**src/rtl/rr_arbiter_4ch.sv**
```systemverilog
// Four-channel round-robin arbiter feeding a 2-to-4 decoder.
// One grant at a time: the owner keeps the resource until it pulses done,
// drops its request, or the optional hold timer expires. Every grant is
// followed by at least one IDLE cycle, so the next arbitration always sees
// fresh requests. All outputs come straight from flops.
module rr_arbiter_4ch #(
    parameter int unsigned MAX_HOLD = 15
) (
    input  logic       clk,
    input  logic       rst_n,
    input  logic [3:0] req,
    input  logic       done,
    output logic [1:0] gnt_idx,
    output logic       gnt_en,
    output logic       timeout
);

    typedef enum logic [0:0] {
        IDLE  = 1'b0,
        GRANT = 1'b1
    } state_t;

    // MAX_HOLD = 0 turns the hold timer off entirely.
    localparam bit         TIMEOUT_ON = (MAX_HOLD != 0);
    localparam logic [3:0] HOLD_LAST  = TIMEOUT_ON ? 4'(MAX_HOLD - 1) : 4'd0;

    state_t     state_r;
    logic [1:0] last_r;
    logic [3:0] hold_cnt_r;

    logic [2:0] pick_s;          // {found, winner index}
    logic       owner_req_s;
    logic       hold_expired_s;

    // Scan from the channel after the previous winner, wrapping 3 -> 0;
    // the first asserted request wins. Bit 2 flags that any request was found.
    function automatic logic [2:0] rr_pick(input logic [1:0] last, input logic [3:0] reqs);
        logic [2:0] result;
        logic [1:0] idx;
        result = 3'b000;
        for (int k = 1; k <= 4; k++) begin
            idx    = last + 2'(k);
            result = (!result[2] && reqs[idx]) ? {1'b1, idx} : result;
        end
        return result;
    endfunction

    // Next-winner selection and the release/timeout conditions for the owner.
    always_comb begin
        pick_s         = rr_pick(last_r, req);
        owner_req_s    = req[gnt_idx];
        hold_expired_s = TIMEOUT_ON && (hold_cnt_r == HOLD_LAST);
    end

    // Arbiter FSM with registered grant outputs and hold counter.
    always_ff @(posedge clk) begin
        if (!rst_n) begin
            state_r    <= IDLE;
            gnt_idx    <= 2'b00;
            gnt_en     <= 1'b0;
            timeout    <= 1'b0;
            last_r     <= 2'b11;
            hold_cnt_r <= 4'd0;
        end else begin
            case (state_r)
                IDLE: begin
                    // timeout is only ever high for this first IDLE cycle
                    timeout <= 1'b0;
                    if (pick_s[2]) begin
                        gnt_idx    <= pick_s[1:0];
                        gnt_en     <= 1'b1;
                        last_r     <= pick_s[1:0];
                        hold_cnt_r <= 4'd0;
                        state_r    <= GRANT;
                    end else begin
                        gnt_en  <= 1'b0;
                        state_r <= IDLE;
                    end
                end
                GRANT: begin
                    // Release outranks the timer, so a coincident done never pulses timeout.
                    if (done || !owner_req_s) begin
                        gnt_en  <= 1'b0;
                        timeout <= 1'b0;
                        state_r <= IDLE;
                    end else if (hold_expired_s) begin
                        gnt_en  <= 1'b0;
                        timeout <= 1'b1;
                        state_r <= IDLE;
                    end else begin
                        hold_cnt_r <= hold_cnt_r + 4'd1;
                        timeout    <= 1'b0;
                        state_r    <= GRANT;
                    end
                end
                default: begin
                    gnt_en  <= 1'b0;
                    timeout <= 1'b0;
                    state_r <= IDLE;
                end
            endcase
        end
    end

endmodule
```
**config.mk**
```make
export PLATFORM = sky130hd
export DESIGN_NAME = rr_arbiter_4ch
export DESIGN_NICKNAME = d
export VERILOG_FILES = /design/src/rtl/rr_arbiter_4ch.sv
export SDC_FILE = /design/constraint.sdc
export NUM_CORES = 1
export LEC_CHECK = 0
export CAP_MARGIN = 20
export CELL_PAD_IN_SITES_DETAIL_PLACEMENT = 1
export CELL_PAD_IN_SITES_GLOBAL_PLACEMENT = 2
export CORE_ASPECT_RATIO = 0.8
export CORE_MARGIN = 4
export CORE_UTILIZATION = 29
export CTS_CLUSTER_DIAMETER = 150
export DETAILED_ROUTE_END_ITERATION = 7
export PLACE_DENSITY = 0.81
export RECOVER_POWER = 100
export REMOVE_ABC_BUFFERS = 1
export SLEW_MARGIN = 10
export SYNTH_ARGS = -nofsm -noshare
export SYNTH_HDL_FRONTEND = slang
export SYNTH_SLANG_ARGS = --single-unit
```
**constraint.sdc**
```tcl
create_clock -name clk -period 1.55 [get_ports clk]
set_input_delay 0.465 -clock clk [delete_from_list [all_inputs] [get_ports clk]]
set_output_delay 0.465 -clock clk [all_outputs]
set_load 0.005 [all_outputs]
```
==> results of run 1 <==
## registers in the layout (all words and copies together), names as in the netlist
register and count:
hold_cnt_r 4, gnt_idx 2, last_r 2, gnt_en 1
state_r 1, timeout 1
## per-layer routing
layer,track usage (%),vias up
li1,-,281
met1,15.58,262
met2,18.24,9
met3,6.469,0
met4,2.778,0
met5,0,-
## what timing repair did
item	CTS	global route
setup endpoints to repair	11	7
setup buffers	4	0
pin swaps	5	2
gates resized for setup	14	5
## worst max-delay path: cells and delay by family
family | cells | cell delay, ns
compound gates | 2 | 0.30
buf+inv | 2 | 0.40
simple gates | 2 | 0.52
## cell usage in the layout (no fill, tap or decap), types with 2 or more instances in the layout
cell / n
inv_1: 6
ha_1: 2
buf_4: 9
mux2i_1: 3
clkbuf_4: 4
a21oi_1: 4
nand3b_1: 2
nor2_1: 3
dfxtp_1: 10
nand2_1: 4
nand3_1: 6
o221ai_1: 2
dlymetal6s2s_1: 2
dlygate4sd2_1: 7
## kinds of logic after synthesis
kind of cell / count (synthesis) / synth area share [%]
AND/OR/NAND/NOR: 24 / 25.22
adder cells (fa/ha/maj): 2 / 4.310
AO/OA/AOI/OAI: 15 / 21.12
flip-flops: 11 / 37.93
multiplexers: 4 / 6.897
buffers and inverters: 7 / 4.525
## stage by stage
| stage | total power [W] | hold WS (ns) |
|---|---|---|
| detailed placement | 0.0004694 | 0.4612 |
| floorplan | 0.0003925 | 0.4642 |
| CTS | 0.0006836 | 0.4685 |
| global placement | 0.0004670 | 0.4599 |
| finish | 0.0006687 | 0.4674 |
| global route | 0.0007150 | 0.4893 |
## where the power goes
part,total [W],switching (W),internal [W]
logic,0.000159,0.0000754,0.0000833
clock network,0.000194,0.0000940,0.0000997
registers,0.000316,0.0000145,0.000302
## worst paths after layout
kind,start,slack (ns),endpoint
setup / recovery,done,0.05,hold_cnt_r[3]
hold / removal,gnt_en,0.47,gnt_en
setup reg to reg,gnt_idx[1],0.09,hold_cnt_r[3]
hold reg to reg,gnt_en,0.47,gnt_en
## cell type report
class	count	area, sq um	share of cell area (%)
Tap cell	24	30.03	3.604
Sequential cell	11	224.0	26.88
Clock buffer	4	26.28	3.153
Inverter	6	22.52	2.703
Timing Repair Buffer	21	176.4	21.17
Multi-Input combinational cell	45	354.1	42.49
==> summary.txt, run 1 <==
worst vdd ir -> 490.1 uV
fin util -> 44.05%
crit path max fanout -> 6
hold-critical path depth -> 2
initial DRC count -> 18
crit share post-route -> 96.66%
number of global-route vias before repair -> 504
grt total ovfl -> 0
Worst Path Arrival -> 1.70 ns
Routed Wire Length -> 1496 um
Pre-Repair DR Iteration Count -> 4
post-route design area -> 833.3 sq um
DR vias -> 552
CTS H-tree lvls -> 1
nets@finish -> 97
most frequent cell after synthesis -> dfxtp_1
Non-Filler Instances -> 111
Reg2Reg Depth -> 6
Critical Path RT -> 1.75 ns
Final min period -> 1.498 ns
placed cell area -> 759.5 sq um
Ant. Diodes -> 0
mapped cell area -> 580.6 sq um
clk sinks -> 11
Detail Route Antenna Nets -> 0
met2 WL -> 661 um
register area share after synthesis -> 37.93%
Placement Setup Slack -> -0.3658 ns
unrepaired setup endpoints after global routing -> no
Hold-fix buffers, CTS -> 0
final setup margin -> 0.05173 ns
CP Class -> in -> reg
count of input and output buffers -> 10
HPWL after DPL -> 1185 um
Leak -> 0.3716 nW
GRT Total Usage -> 12.18%
max cap viols -> 0
WL met1 -> 747 um
Final Wtd Congestion -> 0.7746
fraction of layout instances using a drive strength above 1 -> 28.74%
max-slew violations -> 0
Pwr Density -> 802.4 mW/mm^2
Placed Cells -> 103
clock skew -> 0.0004553 ns
CP Capture Type -> register
DR top layer -> met3
Slew Limit Headroom -> 75.50%
number of buffers created by CTS -> 3
Synth area leader -> dfxtp_1
Synth area leaders -> dfxtp_1 (38%), mux2i_1 (6.9%), nand3_1 (5.2%)
Fin. Hold Viols -> 0
Die Ht -> 48.02 um
Clock Pin Slew Worst Setup and Hold Paths -> 0.07 ns
WL/cell -> 13.48 um
Setup-failing EPs final -> 0
initial core utilization -> 30.69%
full die area -> 0.002786 sq mm
Placeable Area -> 0.001892 sq mm
Post-synth EDFFs -> 0
slowest stage delay, CP -> 0.40 ns
met3 WL post-DR -> 86 um
Die X -> 58.03 um
CTS tree -> done
Max Freq -> 667.4 MHz
clk buf depth -> 2
number of distinct library cells after synthesis -> 28
Min-Delay Path Class -> reg -> reg
largest net degree at the start of global routing -> 7
crit path launch type -> input pin
area delta synth->final -> 43.53%
Slew @ Worst Pin -> 0.3653 ns
yosys warns -> 0
first-pass GRT wire length -> 2387 um
drt drc -> 0
Yosys reg bits -> 11
top cell types by occurrence after synthesis -> dfxtp_1 (11), inv_1 (6), nand3_1 (6)
initial antenna violation count -> 0
status -> completed
ys flop type -> dfxtp_1
Synth top area share -> 37.93%
Cell Rows -> 14
Fin Setup TNS -> 0 ns
worst path cell trace -> dlygate4sd2_1 -> or3b_4 -> o22ai_4 -> buf_4 -> a41oi_2 -> nor3_2
CTS root buf -> clkbuf_4
Ports -> 11
Async SR Flop Fraction -> 0%
FILL cells -> 233
Slowest-stage cell, CP -> or3b_4
Vias/cell -> 4.973
Synth Area per Inst -> 9.215 sq um
worst skew pair latency -> 0.27 ns
Post-Syn Instances -> 63
Note: power is estimated with default switching activity, not from simulation.
==> run 2, diff against run 1 <==
--- a/config.mk
+++ b/config.mk
@@ -10,10 +10,10 @@
 export CELL_PAD_IN_SITES_GLOBAL_PLACEMENT = 2
 export CORE_ASPECT_RATIO = 0.8
 export CORE_MARGIN = 4
-export CORE_UTILIZATION = 29
+export CORE_UTILIZATION = 26
 export CTS_CLUSTER_DIAMETER = 150
 export DETAILED_ROUTE_END_ITERATION = 7
-export PLACE_DENSITY = 0.81
+export PLACE_DENSITY = 0.77
 export RECOVER_POWER = 100
 export REMOVE_ABC_BUFFERS = 1
 export SLEW_MARGIN = 10
==> constraint.sdc (replaced) <==
create_clock -name clk -period 1.2 [get_ports clk]
set_input_delay 0.36 -clock clk [delete_from_list [all_inputs] [get_ports clk]]
set_output_delay 0.36 -clock clk [all_outputs]
set_load 0.005 [all_outputs]
==> run 2 against run 1 <==
Net effect:
- the run now ends with negative setup slack left
- utilization down 5.5 points
- worst hold slack gained 0.024 ns
- highest routed layer is now met4
- clock skew rose by 0.0028 ns
- critical path type is now reg -> reg
- non-clock buffer count decreased by 1
- first-iteration DRC count down 61%
- clock power increased by 28%
- sequential cell count unchanged
- critical endpoint unchanged
- final area fell by 0.90%
- count of clock-buffer cells in the layout is the same
- routed wire length decreased by 5.7%
==> summary.txt, run 2 (synthesized netlist as in run 1, its figures left out) <==
worst skew pair latency -> 0.27 ns
count of input and output buffers -> 10
total chip power -> 0.0008585 W
Final min period -> 1.323 ns
Fin. Hold Viols -> 0
crit path launch type -> register
HPWL after DPL -> 1105 um
area delta synth->final -> 42.24%
FILL cells -> 264
Pre-Repair DR Iteration Count -> 2
Leak -> 0.3369 nW
clk buf depth -> 2
clk sinks -> 11
Vias/cell -> 4.928
slowest stage delay, CP -> 0.38 ns
M1 GR Usage -> 14.55%
commonest cells after routing, fill and taps aside -> buf_4 (9), dfxtp_1 (7), inv_1 (6), nand3_1 (6), clkdlybuf4s15_1 (5)
crit path max fanout -> 7
CTS root buf -> clkbuf_4
status -> finished with violations
crit share post-route -> 110.3%
Clock Pin Slew Worst Setup and Hold Paths -> 0.07 ns
first-pass GRT wire length -> 2504 um
Reg with most FFs -> hold_cnt_r
Critical Path RT -> 1.36 ns
WL/cell -> 12.71 um
unrepaired setup endpoints after global routing -> yes
Final Wtd Congestion -> 0.7525
Min-Delay Path Class -> reg -> reg
Detail Route Antenna Nets -> 0
top flop regs -> hold_cnt_r: 4 flops, gnt_idx: 2 flops, last_r: 2 flops
CTS tree -> done
max cap viols -> 0
initial DRC count -> 7
Hold-fix buffers, CTS -> 0
nets@finish -> 96
Placeable Area -> 0.002140 sq mm
drt drc -> 0
Slew Limit Headroom -> 82.00%
GR Layer Usage met2 -> 16.73%
Die X -> 60.83 um
final setup margin -> -0.1233 ns
GRT met3 Usage -> 3.856%
Routed Wire Length -> 1411 um
initial antenna violation count -> 0
Max Freq -> 755.7 MHz
failing checks -> negative setup slack
Largest delay share family, worst path -> simple AND/OR/NAND/NOR gates
global routing's busiest layer -> met2
worst path cell trace -> or3b_4 -> o22ai_4 -> and4bb_1 -> nor3_2
Slowest-stage cell, CP -> or3b_4
number of buffers created by CTS -> 3
commonest non-fill, non-tap cell in the layout -> buf_4
Worst Path Arrival -> 1.49 ns
DR vias -> 547
WP buf/inv -> 0
Ports -> 11
max-slew violations -> 0
Pwr Density -> 1040 mW/mm^2
number of global-route vias before repair -> 556
Slew @ Worst Pin -> 0.2701 ns
Placed Cells -> 106
Non-Filler Instances -> 111
worst vdd ir -> 671.1 uV
Ant. Diodes -> 0
GRT Total Usage -> 11.02%
Setup-failing EPs final -> 7
clock skew -> 0.003227 ns
Die Ht -> 50.27 um
CP Class -> reg -> reg
fraction of layout instances using a drive strength above 1 -> 36.05%
grt total ovfl -> 0
max reg flops -> 4
largest net degree at the start of global routing -> 8
CP Capture Type -> register
initial core utilization -> 27.13%
CTS H-tree lvls -> 1
Cell Rows -> 15
full die area -> 0.003058 sq mm
run 2: final timing paths:
kind	start	endpoint	slack, ns	depth (start not counted)
max reg2reg	state_r	hold_cnt_r[3]	-0.12	4
min reg2reg	gnt_en	gnt_en	0.49	2
max	state_r	hold_cnt_r[3]	-0.12	4
min	gnt_en	gnt_en	0.49	2
run 2: power by group:
group          internal (W)  switching (W)  total (W)
Clock              0.000129       0.000121   0.000249
Sequential         0.000392      0.0000224   0.000414
Combinational      0.000102      0.0000929   0.000195
run 2: metal layers:
metal  up-vias  share of wire (%)  routed length (um)
li1        278                  -                   -
met1       259                 50                 711
met2         8                 45                 633
met3         2                3.6                  51
met4         0                1.1                  15
met5         -                  0                   0
run 2: worst reg2reg max path: stages (launching register included):
cell and delay [ns]:
dfxtp_2 0.33, or3b_4 0.38, o22ai_4 0.21, and4bb_1 0.25, nor3_2 0.05
run 2: stage by stage:
stage	cell area, sq um	setup slack (ns)	utilization (%)	hold WS [ns]	setup TNS [ns]
6_report	825.8	-0.1233	38.60	0.4916	-0.5842
5_1_grt	825.8	-0.1860	38.60	0.5124	-1.100
2_1_floorplan	576.8	-0.1196	-	0.4318	-0.4254
3_3_place_gp	775.7	-0.5834	36.26	0.4598	-5.679
3_5_place_dp	775.7	-0.6002	36.26	0.4715	-5.860
4_1_cts	827.0	-0.1753	38.66	0.4862	-0.9358
run 2: area by class of cell:
| type | instances | area, sq um | share of cell area (%) |
|---|---|---|---|
| Clock buffer | 4 | 26.28 | 3.182 |
| Tap cell | 25 | 31.28 | 3.788 |
| Sequential cell | 11 | 227.7 | 27.58 |
| Multi-Input combinational cell | 45 | 359.1 | 43.48 |
| Inverter | 6 | 22.52 | 2.727 |
| Timing Repair Buffer | 20 | 158.9 | 19.24 |
run 2: repair_timing:
| item | CTS | global route |
|---|---|---|
| gates resized for setup | 26 | 7 |
| hold endpoints to repair | 0 | 0 |
| buffers inserted | 1 | 0 |
| endpoints found under the setup margin | 15 | 10 |
| pin swaps | 8 | 3 |
==> run 3, diff against run 2 <==
--- a/config.mk
+++ b/config.mk
@@ -10,10 +10,10 @@
 export CELL_PAD_IN_SITES_GLOBAL_PLACEMENT = 2
 export CORE_ASPECT_RATIO = 0.8
 export CORE_MARGIN = 4
-export CORE_UTILIZATION = 26
+export CORE_UTILIZATION = 31
 export CTS_CLUSTER_DIAMETER = 150
 export DETAILED_ROUTE_END_ITERATION = 7
-export PLACE_DENSITY = 0.77
+export PLACE_DENSITY_LB_ADDON = 0.1
 export RECOVER_POWER = 100
 export REMOVE_ABC_BUFFERS = 1
 export SLEW_MARGIN = 10
==> constraint.sdc (replaced) <==
create_clock -name clk -period 1.7 [get_ports clk]
set_input_delay 0.51 -clock clk [delete_from_list [all_inputs] [get_ports clk]]
set_output_delay 0.51 -clock clk [all_outputs]
set_load 0.005 [all_outputs]
==> run 3 against run 2 <==
Net effect:
- cell count down 8.1%
- routed wire length down 4.0%
- sequential power down 29%
- combinational power down 39%
- the flow now finishes without violations
- worst hold slack worse by 0.0044 ns
- via count down 4.2%
- highest routed layer unchanged
- clock power down 29%
- non-clock buffer count down 6
- global-route usage up 1.4 points
- utilization up 6.8 points
- count of clock-buffer cells in the layout unchanged
- largest power group unchanged
- register-to-register slack better by 0.33 ns
==> summary.txt, run 3 (synthesized netlist as in run 1, its figures left out) <==
hold-critical path depth -> 2
commonest cells after routing, fill and taps aside -> dfxtp_1 (10), clkdlybuf4s50_1 (7), inv_1 (6), nand3_1 (6)
Reg2Reg Depth -> 4
top flop regs -> hold_cnt_r: 4 flops, gnt_idx: 2 flops, last_r: 2 flops
CTS root buf -> clkbuf_4
largest net degree at the start of global routing -> 8
final setup margin -> 0.07727 ns
drt drc -> 0
GRT Total Usage -> 12.42%
Clock Pin Slew Worst Setup and Hold Paths -> 0.07 ns
Setup-failing EPs final -> 0
Vias/cell -> 5.137
Ant. Diodes -> 0
Hold-fix buffers, CTS -> 0
area delta synth->final -> 32.33%
grt total ovfl -> 0
Ports -> 11
Routed Wire Length -> 1354 um
crit path max fanout -> 4
Hold Worst Slack -> 0.4872 ns
Worst Path Arrival -> 1.11 ns
Die X -> 56.39 um
clk buf depth -> 2
CTS tree -> done
Pwr Density -> 769.6 mW/mm^2
Worst path depth -> 1
Detail Route Antenna Nets -> 0
Slowest-stage cell, CP -> clkdlybuf4s50_1
worst skew pair latency -> 0.27 ns
Min-Delay Path Class -> reg -> reg
worst reg2reg startpoint -> state_r
initial antenna violation count -> 0
Placeable Area -> 0.001692 sq mm
Largest delay share family, worst path -> buffers and inverters
R2R Path End -> hold_cnt_r[3]
WP buf/inv -> 1
max cap viols -> 0
clk sinks -> 11
full die area -> 0.002633 sq mm
worst vdd ir -> 426.5 uV
first-pass GRT wire length -> 2387 um
Placement Setup Slack -> -0.2945 ns
status -> completed
Reg with most FFs -> hold_cnt_r
crit path launch type -> register
unrepaired setup endpoints after global routing -> no
max-slew violations -> 0
slowest stage delay, CP -> 0.50 ns
CTS H-tree lvls -> 1
Slew Limit Headroom -> 81.57%
Hold Path End -> gnt_en
CP Capture Type -> primary output
WL/cell -> 13.27 um
crit share post-route -> 95.45%
count of input and output buffers -> 10
Die Ht -> 46.71 um
CP Class -> reg -> out
register-to-register setup slack -> 0.21 ns
Final Wtd Congestion -> 0.7228
commonest non-fill, non-tap cell in the layout -> dfxtp_1
max reg flops -> 4
initial core utilization -> 34.32%
DR vias -> 524
clock skew -> 0.0008210 ns
initial DRC count -> 5
Fin. Hold Viols -> 0
Leak -> 0.3303 nW
nets@finish -> 90
hold_sp -> gnt_en
worst path cell trace -> clkdlybuf4s50_1
number of global-route vias before repair -> 535
number of buffers created by CTS -> 3
Slew @ Worst Pin -> 0.2687 ns
Final min period -> 1.623 ns
Max Freq -> 616.2 MHz
Pre-Repair DR Iteration Count -> 4
fraction of layout instances using a drive strength above 1 -> 18.75%
Critical Path RT -> 1.19 ns
Cell Rows -> 13
## run 3: cell count changes in the layout (fill, tap and decap cells not counted), sizes merged
cell,change
buf,-6
clkbuf,-2
clkdlybuf4s15,-5
clkdlybuf4s50,+6
dlygate4sd2,-2
dlymetal6s2s,+3
## run 3: routing by layer
layer	GRT usage, %	wire [um]
met1	15.37	669
met2	19.11	592
met3	6.162	81
met4	4.265	10
met5	0	0
## run 3: worst max path at each step
stage,startpoint,end
floorplan,done,hold_cnt_r[2]
CTS,gnt_idx[0],gnt_idx[0]
finish,gnt_idx[1],gnt_idx[1]
global placement,done,hold_cnt_r[2]
global route,gnt_idx[1],gnt_idx[1]
detailed placement,req[1],last_r[0]
## run 3: stage by stage
step                      cell area (sq um)   power, W  utilization, %  TNS, ns  cells
final                                 768.2  0.0005912           45.41        0    102
after global routing                  768.2  0.0006378           45.41        0    102
after CTS                             767.0  0.0006023           45.34        0    102
after detailed placement              734.5  0.0004200           43.42   -2.106     98
after global placement                734.5  0.0004174           43.42   -1.724     98
after floorplan                       576.8  0.0003579               -        0     62
## run 3: where the power goes
group / internal (W) / leakage, nW / total, W / switching (W)
clock: 0.0000908 / 0.0150 / 0.000177 / 0.0000860
sequential: 0.000275 / 0.0907 / 0.000296 / 0.0000205
combinational: 0.0000649 / 0.225 / 0.000119 / 0.0000539
total: 0.000431 / 0.330 / 0.000591 / 0.000160
## run 3: timing repair
action                                 CTS  global route
resized for setup                        2             6
cloned                                   0             0
setup buffers                            0             0
pin swaps                                0             3
setup endpoints to repair                2             3
endpoints found under the hold margin    0             0
## run 3: area by class of cell
type                            instances  area (sq um)
Clock buffer                            4         26.28
Inverter                                6         22.52
Multi-Input combinational cell         45         332.8
Tap cell                               22         27.53
Fill cell                             204         923.4
Timing Repair Buffer                   14         137.6
Sequential cell                        11         221.5
## run 3: worst reg2reg max path, cell delays in order, from the launching register on
cell and delay, ns:
dfxtp_1 0.43, or3b_4 0.42, o22ai_4 0.23, a41oi_1 0.17
nor3_2 0.16
